===== src/rtl/find_stars_pkg.sv =====
// Shared constants and the box-drawing state encoding for the star-finder datapath.
package find_stars_pkg;

    localparam int SCREEN_W = 160;
    localparam int SCREEN_H = 120;
    localparam int COL_W    = 3;
    localparam int XW       = 8;
    localparam int YW       = 7;

    typedef enum logic [1:0] {
        IDLE     = 2'd0,
        DRAW     = 2'd1,
        DONE     = 2'd2,
        WAIT_REL = 2'd3
    } draw_state_e;

endpackage


===== src/rtl/box_offset_counter.sv =====
// Signed row-major raster over a (2*HALF+1)^2 window: dx runs fastest, dy steps on dx wrap.
module box_offset_counter #(
    parameter int HALF = 2,
    parameter int DW   = 3
) (
    input  logic                 clk,
    input  logic                 rst_n_i,
    input  logic                 clr_i,
    input  logic                 en_i,
    output logic signed [DW-1:0] dx_o,
    output logic signed [DW-1:0] dy_o,
    output logic                 last_o
);

    localparam logic signed [DW-1:0] HI = DW'(HALF);
    localparam logic signed [DW-1:0] LO = -HI;

    logic signed [DW-1:0] dx_q, dx_d;
    logic signed [DW-1:0] dy_q, dy_d;

    always_comb begin
        dx_d = dx_q;
        dy_d = dy_q;
        if (clr_i) begin
            dx_d = LO;
            dy_d = LO;
        end else if (en_i) begin
            if (dx_q == HI) begin
                dx_d = LO;
                dy_d = (dy_q == HI) ? LO : dy_q + DW'(1);
            end else begin
                dx_d = dx_q + DW'(1);
            end
        end
    end

    always_ff @(posedge clk or negedge rst_n_i) begin
        if (!rst_n_i) begin
            dx_q <= '0;
            dy_q <= '0;
        end else begin
            dx_q <= dx_d;
            dy_q <= dy_d;
        end
    end

    assign dx_o   = dx_q;
    assign dy_o   = dy_q;
    assign last_o = (dx_q == HI) && (dy_q == HI);

endmodule


===== src/rtl/star_box_drawer.sv =====
// Plots a clipped square outline (or a filled square when FILL_BOX_EN is defined)
// around a star centre into the VGA frame buffer, one window position per cycle.
module star_box_drawer #(
    parameter int XW    = find_stars_pkg::XW,
    parameter int YW    = find_stars_pkg::YW,
    parameter int COL_W = find_stars_pkg::COL_W,
    parameter int HALF  = 2,
    parameter int X_MAX = find_stars_pkg::SCREEN_W - 1,
    parameter int Y_MAX = find_stars_pkg::SCREEN_H - 1
) (
    input  logic             clk,
    input  logic             resetn,
    input  logic             go_draw,
    input  logic [XW-1:0]    x_in,
    input  logic [YW-1:0]    y_in,
    input  logic [COL_W-1:0] colour_in,
    output logic             plot,
    output logic [XW-1:0]    x_out,
    output logic [YW-1:0]    y_out,
    output logic [COL_W-1:0] colour_out,
    output logic             busy,
    output logic             done_draw
);

    import find_stars_pkg::*;

    // One extra bit over the magnitude so -HALF..+HALF fits in two's complement.
    localparam int DW = $clog2(HALF + 1) + 1;

    draw_state_e state_q, state_d;

    logic [XW-1:0]    cx_q, cx_d;
    logic [YW-1:0]    cy_q, cy_d;
    logic [COL_W-1:0] col_q, col_d;

    logic                 cnt_clr, cnt_en, cnt_last, load;
    logic signed [DW-1:0] dx, dy;

    box_offset_counter #(
        .HALF (HALF),
        .DW   (DW)
    ) u_offset (
        .clk     (clk),
        .rst_n_i (resetn),
        .clr_i   (cnt_clr),
        .en_i    (cnt_en),
        .dx_o    (dx),
        .dy_o    (dy),
        .last_o  (cnt_last)
    );

    always_comb begin
        state_d = state_q;
        cnt_clr = 1'b0;
        cnt_en  = 1'b0;
        load    = 1'b0;
        case (state_q)
            IDLE: begin
                if (go_draw) begin
                    state_d = DRAW;
                    cnt_clr = 1'b1;
                    load    = 1'b1;
                end
            end
            DRAW: begin
                cnt_en = 1'b1;
                if (cnt_last) state_d = DONE;
            end
            DONE:     state_d = go_draw ? WAIT_REL : IDLE;
            WAIT_REL: if (!go_draw) state_d = IDLE;
            default:  state_d = IDLE;
        endcase
    end

    always_comb begin
        cx_d  = load ? x_in      : cx_q;
        cy_d  = load ? y_in      : cy_q;
        col_d = load ? colour_in : col_q;
    end

    always_ff @(posedge clk or negedge resetn) begin
        if (!resetn) begin
            state_q <= IDLE;
            cx_q    <= '0;
            cy_q    <= '0;
            col_q   <= '0;
        end else begin
            state_q <= state_d;
            cx_q    <= cx_d;
            cy_q    <= cy_d;
            col_q   <= col_d;
        end
    end

    // Two guard bits: the sign bit catches left/top clipping, the extra magnitude
    // bit keeps cx+HALF from wrapping back onto the screen.
    logic signed [XW+1:0] px;
    logic signed [YW+1:0] py;
    logic                 on_x, on_y, on_perim, in_draw;

    assign px = $signed({2'b00, cx_q}) + $signed({{(XW + 2 - DW){dx[DW-1]}}, dx});
    assign py = $signed({2'b00, cy_q}) + $signed({{(YW + 2 - DW){dy[DW-1]}}, dy});

    assign on_x = !px[XW+1] && (px[XW:0] <= (XW + 1)'(X_MAX));
    assign on_y = !py[YW+1] && (py[YW:0] <= (YW + 1)'(Y_MAX));

`ifdef FILL_BOX_EN
    assign on_perim = 1'b1;
`else
    assign on_perim = (dx == DW'(HALF)) || (dx == -DW'(HALF)) ||
                      (dy == DW'(HALF)) || (dy == -DW'(HALF));
`endif

    assign in_draw    = (state_q == DRAW);
    assign plot       = in_draw && on_perim && on_x && on_y;
    assign x_out      = plot ? px[XW-1:0] : '0;
    assign y_out      = plot ? py[YW-1:0] : '0;
    assign colour_out = plot ? col_q : '0;
    assign busy       = in_draw || (state_q == DONE);
    assign done_draw  = (state_q == DONE);

endmodule

===== config.mk =====
export PLATFORM = sky130hd
export DESIGN_NAME = star_box_drawer
export DESIGN_NICKNAME = d
export VERILOG_FILES = /design/src/rtl/find_stars_pkg.sv /design/src/rtl/box_offset_counter.sv /design/src/rtl/star_box_drawer.sv
export SDC_FILE = /design/constraint.sdc
export NUM_CORES = 1
export LEC_CHECK = 0
export CORE_MARGIN = 1.5
export CORE_UTILIZATION = 55
export CTS_CLUSTER_SIZE = 20
export DETAILED_ROUTE_END_ITERATION = 8
export PLACE_DENSITY = 0.84
export SLEW_MARGIN = 0
export SYNTH_ARGS = -nofsm -noshare
export SYNTH_HDL_FRONTEND = slang
export SYNTH_HIERARCHICAL = 1
export SYNTH_SLANG_ARGS = --single-unit
export TNS_END_PERCENT = 20

===== constraint.sdc =====
create_clock -name clk -period 4.75 [get_ports clk]
set_clock_uncertainty 0.15 [all_clocks]
set_input_delay 0.95 -clock clk [delete_from_list [all_inputs] [get_ports clk]]
set_output_delay 0.95 -clock clk [all_outputs]
set_load 0.02 [all_outputs]

==> flow_summary.json <==
{
  "status": "complete, no violations",
  "postSynth.asyncResetShare_pct": 100.0,
  "synth-seq-cells": 26,
  "fin_crit_sh_pct": 95.63,
  "crit_fanout": 14,
  "setup_viol": 0,
  "syn_to_final_growth_pct": 28.24,
  "vias_per_cell": 5.680,
  "io-pin-count": 42,
  "syn_nets": 260,
  "mostFrequentLayoutCells": "ha_1 (26), dfrtp_1 (25), clkdlybuf4s50_1 (25)",
  "grt_overflow": 0,
  "avgSynthCellArea_um2": 9.974,
  "post-place-ws_ns": 0.2789,
  "postRouteAntennaNets": 0,
  "io_buffers": 41,
  "cp_data_arrival_time_ns": 3.44,
  "vdd_drop_max_v": 0.0004688,
  "synth_edf_count": 0,
  "diodes": 0,
  "hold_path_depth": 1,
  "insertion_delay_ns": 0.27,
  "power_leakage_nw": 1.392,
  "whs_ns": 0.3564,
  "tightest_slew_ns": 0.8629,
  "synthFlopType": "dfrtp_1",
  "vias": 1721,
  "cts_buffers": 3,
  "die-height_um": 64.86,
  "grt_max_degree": 20,
  "avgRoutedWirePerCell_um": 14.63,
  "start_kind": "register",
  "drv_slew": 0,
  "final_util_pct": 73.72,
  "hp-class": "reg2reg",
  "fin_ws_ns": 0.2078,
  "mostFrequentLayoutCell": "ha_1",
  "grt_pass1_wl_um": 7707,
  "critPathKind": "reg2out",
  "netlist.area_leader.share_pct": 30.92,
  "grtUsageTotal_pct": 23.30,
  "postCtsSetupBuffers": 0,
  "required_ns": 3.65,
  "cts_sinks": 26,
  "clk_path_buf_depth": 2,
  "ys_types": 44,
  "tns_ns": 0,
  "antenna_found_initial": 0,
  "route.detailed.drc": 0,
  "reg2reg_depth": 5,
  "synth_top_cell_by_area": "dfrtp_1",
  "yosysWarnings": 6,
  "clk_pin_slew_ns": 0.09,
  "yosysSeqAreaShare_pct": 30.92,
  "hpwl_um": 3382,
  "cts_root_buf": "clkbuf_8",
  "rows": 22,
  "initial_utilization_pct": 57.48,
  "max_cap_viol_count": 0,
  "cts_tree": "done",
  "die_w_um": 64.86,
  "drt-initial-drc-count": 44,
  "core_region_area_um2": 3661,
  "drt-total-wl_um": 4432,
  "place.gp.congestion": 0.8698,
  "syn_inst": 211,
  "drive_gt1_share_pct": 14.90,
  "p_total_w": 0.002041,
  "relSlewSlack_pct": 42.29,
  "first_pass_iters": 4,
  "final-hold-violation-count": 0,
  "cellPowerDensity_nw_per_um2": 756.3,
  "endpoint_kind": "output pin",
  "fin_crit_ns": 4.542,
  "final_nets": 305,
  "dieArea_um2": 4206,
  "htree_levels": 1,
  "grt_setup_unrepaired": "false",
  "syn-cell-area_um2": 2105,
  "grt_pass1_vias": 1726,
  "cts_hold_buffers": 0,
  "fmax_ghz": 0.2202,
  "synth_area_leaders": "dfrtp_1 (31%), ha_1 (15%), mux2_2 (8.0%)"
}
==> cells in the mapped netlist (3+ instances only) <==
cell,count
a21o_1,4
a21oi_1,11
buf_2,3
dfrtp_1,26
ha_1,26
inv_1,16
mux2_2,15
nand2_1,9
nand2b_1,6
nor2_1,8
nor3_1,3
nor3_2,7
nor3b_1,11
o211ai_1,4
o21a_1,3
o21ai_0,11
xnor2_1,6
xor2_1,4
==> per-layer routing <==
| metal | wire length, um | GRT usage [%] |
|---|---|---|
| met1 | 2025 | 31.28 |
| met2 | 2140 | 39.56 |
| met3 | 198 | 2.604 |
| met4 | 67 | 6.915 |
| met5 | 0 | 0 |
==> worst paths after layout <==
check                                  from  slack, ns               end
min in group asynchronous            resetn       1.01           cy_q[5]
max in group asynchronous            resetn       2.79  u_offset/dx_o[0]
max reg2reg                      state_q[1]       2.97  u_offset/dy_o[2]
min                                col_q[1]       0.36          col_q[1]
max                        u_offset/dy_o[0]       0.21          x_out[2]
min reg2reg                        col_q[1]       0.36          col_q[1]
==> state kept, by name (all words and copies together), names as in the netlist <==
signal / count
u_offset/dy_o: 3
col_q: 3
cx_q: 8
cy_q: 7
u_offset/dx_o: 3
state_q: 2
==> repair_timing <==
item,in CTS,in global routing
endpoints found under the setup margin,6,19
pin swaps,0,0
gates cloned,0,0
gates resized for setup,2,17
==> worst max-delay path, cell delays in order (launching register included) <==
cell	delay [ns]
dfrtp_1	0.43
ha_1	0.23
fa_1	0.42
a211oi_2	0.29
nor2_1	0.14
o31a_1	0.27
o31a_1	0.39
buf_12	0.19
nor3_2	0.18
clkdlybuf4s50_1	0.62
==> per-stage QoR <==
stage | instance area, um2 | instances
6_report | 2699 | 303
5_1_grt | 2699 | 303
4_1_cts | 2655 | 303
3_5_place_dp | 2584 | 299
3_3_place_gp | 2584 | 299
2_1_floorplan | 2105 | 211
==> power breakdown <==
part	total, W	switching, W	internal [W]
Combinational	0.00144	0.000784	0.000656
Sequential	0.000414	0.0000872	0.000327
Clock	0.000187	0.0000744	0.000113
Total	0.00204	0.000946	0.00110
==> logic make-up (layout without fill, tap and decap cells) <==
family	Yosys count	in the layout	share of synthesized area (%)
compound gates	52	52	16.88
mux	17	17	8.977
xor+xnor	10	10	4.162
buf+inv	22	66	4.815
simple gates	56	56	16.89
fa+ha+maj	28	28	17.36
flops	26	26	30.92
==> area by class of cell <==
| cell class | instances | area [um2] |
|---|---|---|
| Fill cell | 277 | 962.2 |
| Timing Repair Buffer | 46 | 496.7 |
| Clock buffer | 3 | 41.29 |
| Tap cell | 48 | 60.06 |
| Sequential cell | 26 | 651.9 |
| Clock inverter | 1 | 30.03 |
| Multi-Input combinational cell | 163 | 1359 |
| Inverter | 16 | 60.06 |
(Power assumes the default switching activity.)
